$ cat config.mk
export PLATFORM = sky130hd
export DESIGN_NAME = frame_downscaler_flat
export DESIGN_NICKNAME = d
export VERILOG_FILES = /design/src/rtl/frame_downscaler_if.sv /design/src/rtl/frame_downscaler.sv /design/src/flat_wrapper.sv
export SDC_FILE = /design/constraint.sdc
export NUM_CORES = 2
export LEC_CHECK = 0
export ABC_AREA = 1
export BUFFER_PORTS_ARGS = -buffer_cell sky130_fd_sc_hd__buf_4
export CELL_PAD_IN_SITES_DETAIL_PLACEMENT = 1
export CELL_PAD_IN_SITES_GLOBAL_PLACEMENT = 2
export CORE_MARGIN = 5
export CORE_UTILIZATION = 38
export DETAILED_ROUTE_END_ITERATION = 6
export PLACE_DENSITY = 0.89
export SLEW_MARGIN = 20
export SYNTH_ARGS = -nofsm -noshare
export SYNTH_HDL_FRONTEND = slang
export SYNTH_SLANG_ARGS = --single-unit
$ cat constraint.sdc
create_clock -name clk -period 5.14 [get_ports clk]
set_input_delay 0.514 -clock clk [delete_from_list [all_inputs] [get_ports clk]]
set_output_delay 0.514 -clock clk [all_outputs]
set_load 0.1 [all_outputs]
$ cat src/rtl/frame_downscaler_if.sv
// Camera FIFO read side and downscaled pixel stream of the frame downscaler.
interface frame_downscaler_if;
   logic [7:0] fifo_data;
   logic       fifo_empty;
   logic       fifo_rd;
   logic [7:0] out_data;
   logic       out_valid;
   logic       out_ready;
   logic       out_href;
   logic       out_vref;

   modport master (
      input  fifo_data, fifo_empty, out_ready,
      output fifo_rd, out_data, out_valid, out_href, out_vref
   );

   modport slave (
      output fifo_data, fifo_empty, out_ready,
      input  fifo_rd, out_data, out_valid, out_href, out_vref
   );
endinterface

$ cat src/rtl/frame_downscaler.sv
// Box-filter downscaler: sums each 2^SCALE_LOG2 square block of camera pixels
// and emits the top byte of every block sum, one band of blocks at a time.
//
// state   | meaning
// IDLE    | waiting for start, outputs quiet
// CAPTURE | reading one band of source lines into the column accumulators
// EMIT    | streaming the band's accumulators out, clearing each on transfer
// DONE    | one-cycle frame_done, then back to IDLE
module frame_downscaler #(
   parameter int SRC_WIDTH  = 736,
   parameter int SRC_HEIGHT = 480,
   parameter int SCALE_LOG2 = 4,
   parameter int WIDTH      = 46,
   parameter int HEIGHT     = 30
) (
   input  logic                clk,
   input  logic                reset,
   input  logic                start,
   frame_downscaler_if.master  bus,
   output logic                frame_done,
   output logic                buffer_ready
);

   localparam int BAND_PIX = SRC_WIDTH * (1 << SCALE_LOG2);
   localparam int X_W      = (SRC_WIDTH  > 1) ? $clog2(SRC_WIDTH)  : 1;
   localparam int Y_W      = (SRC_HEIGHT > 1) ? $clog2(SRC_HEIGHT) : 1;
   localparam int K_W      = (WIDTH      > 1) ? $clog2(WIDTH)      : 1;
   localparam int B_W      = (HEIGHT     > 1) ? $clog2(HEIGHT)     : 1;
   localparam int R_W      = $clog2(BAND_PIX + 1);

   typedef enum logic [1:0] {IDLE, CAPTURE, EMIT, DONE} state_t;

   state_t         state, state_nxt;
   logic [X_W-1:0] x;
   logic [Y_W-1:0] y;
   logic [K_W-1:0] k;
   logic [B_W-1:0] band;
   logic [R_W-1:0] rd_cnt;
   logic           rd_q;
   logic [11:0]    hsum;
   logic [15:0]    acc [WIDTH];

   logic           pix_vld;
   logic           blk_end;
   logic           band_end;
   logic           xfer;
   logic           last_k;
   logic           last_band;
   logic [K_W-1:0] x_blk;

   assign pix_vld   = (state == CAPTURE) && rd_q;
   assign blk_end   = &x[SCALE_LOG2-1:0];
   assign band_end  = pix_vld && (x == X_W'(SRC_WIDTH - 1)) && (&y[SCALE_LOG2-1:0]);
   assign xfer      = (state == EMIT) && bus.out_ready;
   assign last_k    = (k == K_W'(WIDTH - 1));
   assign last_band = (band == B_W'(HEIGHT - 1));
   assign x_blk     = K_W'(x >> SCALE_LOG2);

   always_ff @(posedge clk or negedge reset) begin
      if (!reset) state <= IDLE;
      else        state <= state_nxt;
   end

   always_comb begin
      state_nxt      = state;
      bus.fifo_rd    = 1'b0;
      bus.out_valid  = 1'b0;
      bus.out_href   = 1'b0;
      bus.out_vref   = 1'b0;
      bus.out_data   = '0;
      frame_done     = 1'b0;
      case (state)
         IDLE: begin
            if (start) state_nxt = CAPTURE;
         end
         CAPTURE: begin
            bus.out_vref = 1'b1;
            // read budget stops the band exactly at its last pixel
            bus.fifo_rd  = !bus.fifo_empty && (rd_cnt < R_W'(BAND_PIX));
            if (band_end) state_nxt = EMIT;
         end
         EMIT: begin
            bus.out_vref  = 1'b1;
            bus.out_href  = 1'b1;
            bus.out_valid = 1'b1;
            bus.out_data  = acc[k][15:8];
            if (xfer && last_k) state_nxt = last_band ? DONE : CAPTURE;
         end
         DONE: begin
            frame_done = 1'b1;
            state_nxt  = IDLE;
         end
         default: state_nxt = IDLE;
      endcase
   end

   always_ff @(posedge clk or negedge reset) begin
      if (!reset) begin
         x            <= '0;
         y            <= '0;
         k            <= '0;
         band         <= '0;
         rd_cnt       <= '0;
         rd_q         <= 1'b0;
         hsum         <= '0;
         buffer_ready <= 1'b0;
         for (int i = 0; i < WIDTH; i++) acc[i] <= '0;
      end else begin
         rd_q <= bus.fifo_rd;
         case (state)
            IDLE: begin
               if (start) begin
                  x            <= '0;
                  y            <= '0;
                  k            <= '0;
                  band         <= '0;
                  rd_cnt       <= '0;
                  hsum         <= '0;
                  buffer_ready <= 1'b0;
                  for (int i = 0; i < WIDTH; i++) acc[i] <= '0;
               end
            end
            CAPTURE: begin
               if (bus.fifo_rd) rd_cnt <= rd_cnt + R_W'(1);
               if (pix_vld) begin
                  if (blk_end) begin
                     acc[x_blk] <= acc[x_blk] + 16'(hsum) + 16'(bus.fifo_data);
                     hsum       <= '0;
                  end else begin
                     hsum <= hsum + 12'(bus.fifo_data);
                  end
                  if (x == X_W'(SRC_WIDTH - 1)) begin
                     x <= '0;
                     y <= (y == Y_W'(SRC_HEIGHT - 1)) ? '0 : y + Y_W'(1);
                  end else begin
                     x <= x + X_W'(1);
                  end
               end
               if (band_end) rd_cnt <= '0;
            end
            EMIT: begin
               if (xfer) begin
                  acc[k] <= '0;
                  k      <= last_k ? '0 : k + K_W'(1);
                  if (last_k && !last_band) band <= band + B_W'(1);
               end
            end
            DONE: buffer_ready <= 1'b1;
            default: ;
         endcase
      end
   end

endmodule

$ cat src/flat_wrapper.sv
// flat-port wrapper written by rule: the top's interface ports become plain ports
module frame_downscaler_flat 
#(
   parameter int SRC_WIDTH  = 736,
   parameter int SRC_HEIGHT = 480,
   parameter int SCALE_LOG2 = 4,
   parameter int WIDTH      = 46,
   parameter int HEIGHT     = 30
)
  (clk, reset, start, frame_done, buffer_ready, bus_fifo_data, bus_fifo_empty, bus_out_ready, bus_fifo_rd, bus_out_data, bus_out_valid, bus_out_href, bus_out_vref);
  frame_downscaler_if bus_i ();
  input  logic clk;
  input  logic reset;
  input  logic start;
  output logic frame_done;
  output logic buffer_ready;
  input wire logic [$bits(bus_i.fifo_data)-1:0] bus_fifo_data;
  input wire logic [$bits(bus_i.fifo_empty)-1:0] bus_fifo_empty;
  input wire logic [$bits(bus_i.out_ready)-1:0] bus_out_ready;
  output wire logic [$bits(bus_i.fifo_rd)-1:0] bus_fifo_rd;
  output wire logic [$bits(bus_i.out_data)-1:0] bus_out_data;
  output wire logic [$bits(bus_i.out_valid)-1:0] bus_out_valid;
  output wire logic [$bits(bus_i.out_href)-1:0] bus_out_href;
  output wire logic [$bits(bus_i.out_vref)-1:0] bus_out_vref;
  assign bus_i.fifo_data = bus_fifo_data;
  assign bus_i.fifo_empty = bus_fifo_empty;
  assign bus_i.out_ready = bus_out_ready;
  assign bus_fifo_rd = bus_i.fifo_rd;
  assign bus_out_data = bus_i.out_data;
  assign bus_out_valid = bus_i.out_valid;
  assign bus_out_href = bus_i.out_href;
  assign bus_out_vref = bus_i.out_vref;
  frame_downscaler #(.SRC_WIDTH(SRC_WIDTH), .SRC_HEIGHT(SRC_HEIGHT), .SCALE_LOG2(SCALE_LOG2), .WIDTH(WIDTH), .HEIGHT(HEIGHT)) u_core (.clk(clk), .reset(reset), .start(start), .bus(bus_i), .frame_done(frame_done), .buffer_ready(buffer_ready));
endmodule
==> metrics.md <==
| Metric | Value |
|---|---|
| Result of the run | `finished, violations left` |
| Violations in the final reports | `negative setup slack` |
| Top cells by area, synth | `sky130_fd_sc_hd__dfrtp_1, sky130_fd_sc_hd__nand2_1, sky130_fd_sc_hd__o22ai_1` |
| Clock Tree Root | `sky130_fd_sc_hd__clkbuf_16` |
| FF+latch count, synth | `796` |
| Place WS | `-0.495 ns` |
| Routed length per placed instance | `~31 um` |
| Fin Clk Skew | `0.0482 ns` |
| Total count of hold-check failures in the final report | `0` |
| Sequential area share after synthesis | `0.441` |
| Layout Cells excl Fill | `a little under 8000` |
| Worst flop-to-flop path endpoint | `u_core.acc[268]` |
| Cell area after technology mapping | `about 45000 um^2` |
| Final setup slack of the worst path | `-0.108 ns` |
| Vias in the first global route | `~51000` |
| Data arrival time of the critical path | `between 5 and 6 ns` |
| Insertion delay of the later-clocked pin in the worst-skew pair | `roughly 0.73 ns` |
| Post-Place Cells | `around 7600` |
| Total routed wirelength | `~240000 um` |
| Critical path class | `reg -> reg` |
| EDFF count, synth | `0` |
| Number of buffers inserted during clock tree synthesis | `a little under 100` |
| Setup repair after global routing missed its margin | `yes` |
| Cells after synthesis | `roughly 6000` |
| Synthesized netlist net count | `6082` |
| Reg2reg setup slack | `-0.11 ns` |
| # IOs | `27` |
| TritonCTS clock tree | `done` |
| Ratio of routed vias to standard cells | `6.39` |
| Combinational Power Share | `0.455` |
| Clock-pin slew on the worst setup and hold paths | `about 0.06 ns` |
| Number of setup violations in the final report | `44` |
| Post-Route Setup TNS | `-1.37 ns` |
| Initial core utilization | `0.383` |
| Total clock sinks | `just under 800` |
| Area of the die | `126000 um^2` |
| Cell-internal power | `13.3 mW` |
| Capture point of the critical path | `u_core.acc[268]` |
| # rows | `roughly 130` |
| Avg Cell Area, Syn | `7.51 um^2` |
| Time the final worst path needs with I/O delays and setup | `5.25 ns` |
| Type of the most critical hold path | `in -> reg` |
| Proportion of synthesized flip-flops having asynchronous set or reset | `1.00` |
| Number of antenna violations at the first check in global routing | `10` |
| FMAX | `191 MHz` |
| Synthesis Warnings | `0` |
| Detail Placement HPWL | `164000 um` |
| Chip height | `355 um` |
| Routed vias | `50012` |
| Overall die width | `355 um` |
| CTS H-tree depth | `3` |
| Actual slew at the worst max-slew pin | `about 1.1 ns` |
| Yosys cell types | `between 50 and 60` |
| Most frequently used flop master after synthesis | `sky130_fd_sc_hd__dfrtp_1` |
| Max-slew violation count | `0` |
| Share of cells above drive strength 1 | `0.118` |
| All-Layer GR Usage | `0.365` |
| Worst setup startpoint | `u_core.x[5]` |
| Reg2Reg Depth | `23` |
| Share of total power consumed by net switching | `0.489` |
| Final Util | `0.458` |
| Detailed-route DRC error count | `0` |
| Max_cap viols | `0` |
| Required time worst endpoint | `5.65 ns` |
| Area fraction of the dominant cell type after synthesis | `0.441` |
| Critical path capture point type | `flop` |
| Leading area contributor after synthesis | `sky130_fd_sc_hd__dfrtp_1` |
| Area growth from synthesis to final layout | `19.6%` |
| Global-route wire length before repair | `~340000 um` |
| Placeable Area | `118000 um^2` |
| Length of the first detailed-routing pass in iterations | `6` |
| Power share of the sequential group | `0.250` |
| Worst supply voltage drop on vdd | `0.693 mV` |
| Startpoint type of the worst setup path | `flop` |
| Worst slew margin relative to its limit | `0.235` |
| Leak pwr | `approximately 23 nW` |
| Antenna-violating nets left | `0` |
| Remaining global-route overflow | `0` |
| Reg-to-reg critical path startpoint | `u_core.x[5]` |
| Routability-driven placement congestion ratio | `1.01` |
| Largest net degree at the start of global routing | `155` |
| Total number of nets in the final design | `6263` |
| Number of I/O port buffers | `26` |
| Net switching power | `12.7 mW` |
| Iteration-0 DRC Markers | `between 6000 and 7000` |
| Crit path max fanout | `24` |
| Buffer depth of the longest clock path | `3` |
| Crit share post-route | `1.02` |
| Portion of total power attributed to the clock network | `0.295` |
| Power per Cell Area | `480 nW/um^2` |
[cells by family (layout without fill, tap and decap cells)]
logic type,Yosys count,count (layout),synth area share
compound gates,2107,2107,0.275
other cells,0,2,0
mux,1,1,0.000221
fa+ha+maj,45,45,0.0141
simple gates,1744,1744,0.154
flops,796,796,0.441
buf+inv,1316,1579,0.113
xor+xnor,15,15,0.00365
[layer usage]
layer | track usage | wire length [um] | share of wire
met1 | 0.470 | 92800 | 0.38
met5 | 0 | 59 | 0.00024
met2 | 0.541 | 102000 | 0.42
met4 | 0.227 | 18800 | 0.077
met3 | 0.104 | 29100 | 0.12
[flip-flops by register name (all words and copies together) (netlist names)]
signal	flops
u_core.acc	736
u_core.x	10
u_core.rd_cnt	14
u_core.y	9
u_core.buffer_ready	1
u_core.k	6
u_core.hsum	12
u_core.band	5
u_core.state	2
u_core.rd_q	1
[through the flow]
stage / area, um^2 / power (mW) / hold slack (ns)
floorplan: 45200 / 11.9 / 0.218
global placement: 49600 / 17.5 / 0.462
detailed placement: 49600 / 17.5 / 0.465
CTS: 53200 / 25.1 / 0.121
global route: 54100 / 26.3 / 0.167
finish: 54100 / 26.0 / 0.145
[worst max-delay path, stage by stage (launching register included)]
cell and delay, ns:
sky130_fd_sc_hd__dfrtp_2 0.47, sky130_fd_sc_hd__buf_6 0.17, sky130_fd_sc_hd__nor2_4 0.05, sky130_fd_sc_hd__nand2_4 0.09, sky130_fd_sc_hd__buf_12 0.16, sky130_fd_sc_hd__buf_6 0.15, sky130_fd_sc_hd__buf_4 0.15, sky130_fd_sc_hd__o21ai_0 0.13
sky130_fd_sc_hd__o41ai_4 0.57, sky130_fd_sc_hd__nand2_1 0.34, sky130_fd_sc_hd__nor2_1 0.19, sky130_fd_sc_hd__nand3_1 0.13, sky130_fd_sc_hd__ha_1 0.34, sky130_fd_sc_hd__ha_1 0.35, sky130_fd_sc_hd__nand2_1 0.12, sky130_fd_sc_hd__nor2_1 0.06
sky130_fd_sc_hd__a211oi_1 0.33, sky130_fd_sc_hd__nand3_2 0.17, sky130_fd_sc_hd__buf_4 0.19, sky130_fd_sc_hd__xnor2_4 0.20, sky130_fd_sc_hd__buf_12 0.24, sky130_fd_sc_hd__nor2_1 0.06, sky130_fd_sc_hd__o21ai_0 0.21, sky130_fd_sc_hd__o21ai_0 0.16
[final cells by class]
type,count,area [um^2]
diodes,2,5.00
clock buffers,142,2930
clock inverters,39,552
fillers,14341,64000
inverters,979,3700
multi-input cells,3912,20800
flip-flops and latches,796,19900
well taps,1536,1920
repair buffers,419,4290
[power groups by stage]
stage               sequential, mW  clock [mW]  combinational [mW]
floorplan                     6.59           0                5.31
global placement              6.59           0                10.9
detailed placement            6.60           0                10.9
CTS                           6.48        7.66                11.0
global route                  6.50        7.96                11.9
finish                        6.49        7.66                11.8
[repair_timing]
action,CTS,global route
hold endpoints to repair,74,0
hold buffers,2,0
cloned,0,10
setup endpoints to repair,385,397
resized for setup,15,86
pin swaps,3,12
setup buffers,3,26
[cells in the mapped netlist (all sizes together) (14+ instances only)]
library cell,n
nand2,1053
inv,975
dfrtp,796
o21ai,737
o22ai,607
nor2,510
a21oi,451
clkbuf,203
buf,134
nand3,125
o41ai,72
o32ai,58
ha,35
nor3,27
o31ai,25
o221ai,24
o21bai,22
a221oi,18
a21boi,16
a22oi,16
nand4,16
o21a,14
[placed cells by master, fill, tap and decap left out, types with 23 or more instances in the layout]
cell type,count
sky130_fd_sc_hd__nand3_1,112
sky130_fd_sc_hd__o22ai_1,606
sky130_fd_sc_hd__clkbuf_8,27
sky130_fd_sc_hd__nor3_1,23
sky130_fd_sc_hd__buf_12,66
sky130_fd_sc_hd__nand2_1,1032
sky130_fd_sc_hd__o221ai_1,24
sky130_fd_sc_hd__a21oi_2,30
sky130_fd_sc_hd__inv_1,957
sky130_fd_sc_hd__o21ai_0,621
sky130_fd_sc_hd__o21ai_1,112
sky130_fd_sc_hd__o31ai_1,24
sky130_fd_sc_hd__o41ai_1,52
sky130_fd_sc_hd__clkbuf_16,110
sky130_fd_sc_hd__nor2_1,497
sky130_fd_sc_hd__buf_4,319
sky130_fd_sc_hd__ha_1,29
sky130_fd_sc_hd__o32ai_1,58
sky130_fd_sc_hd__dfrtp_1,793
sky130_fd_sc_hd__a21oi_1,421
[how the worst min path moves through the flow]
stage / startpoint / end / slack (ns) / cells past startpoint
6_report: start / u_core.buffer_ready / 0.15 / 4
3_5_place_dp: u_core.acc[670] / u_core.acc[670] / 0.47 / 2
4_1_cts: start / u_core.buffer_ready / 0.12 / 4
5_1_grt: start / u_core.buffer_ready / 0.17 / 4
2_1_floorplan: reset / u_core.acc[0] / 0.22 / 0
3_3_place_gp: u_core.acc[15] / u_core.acc[15] / 0.46 / 2
(Power assumes the default switching activity.)
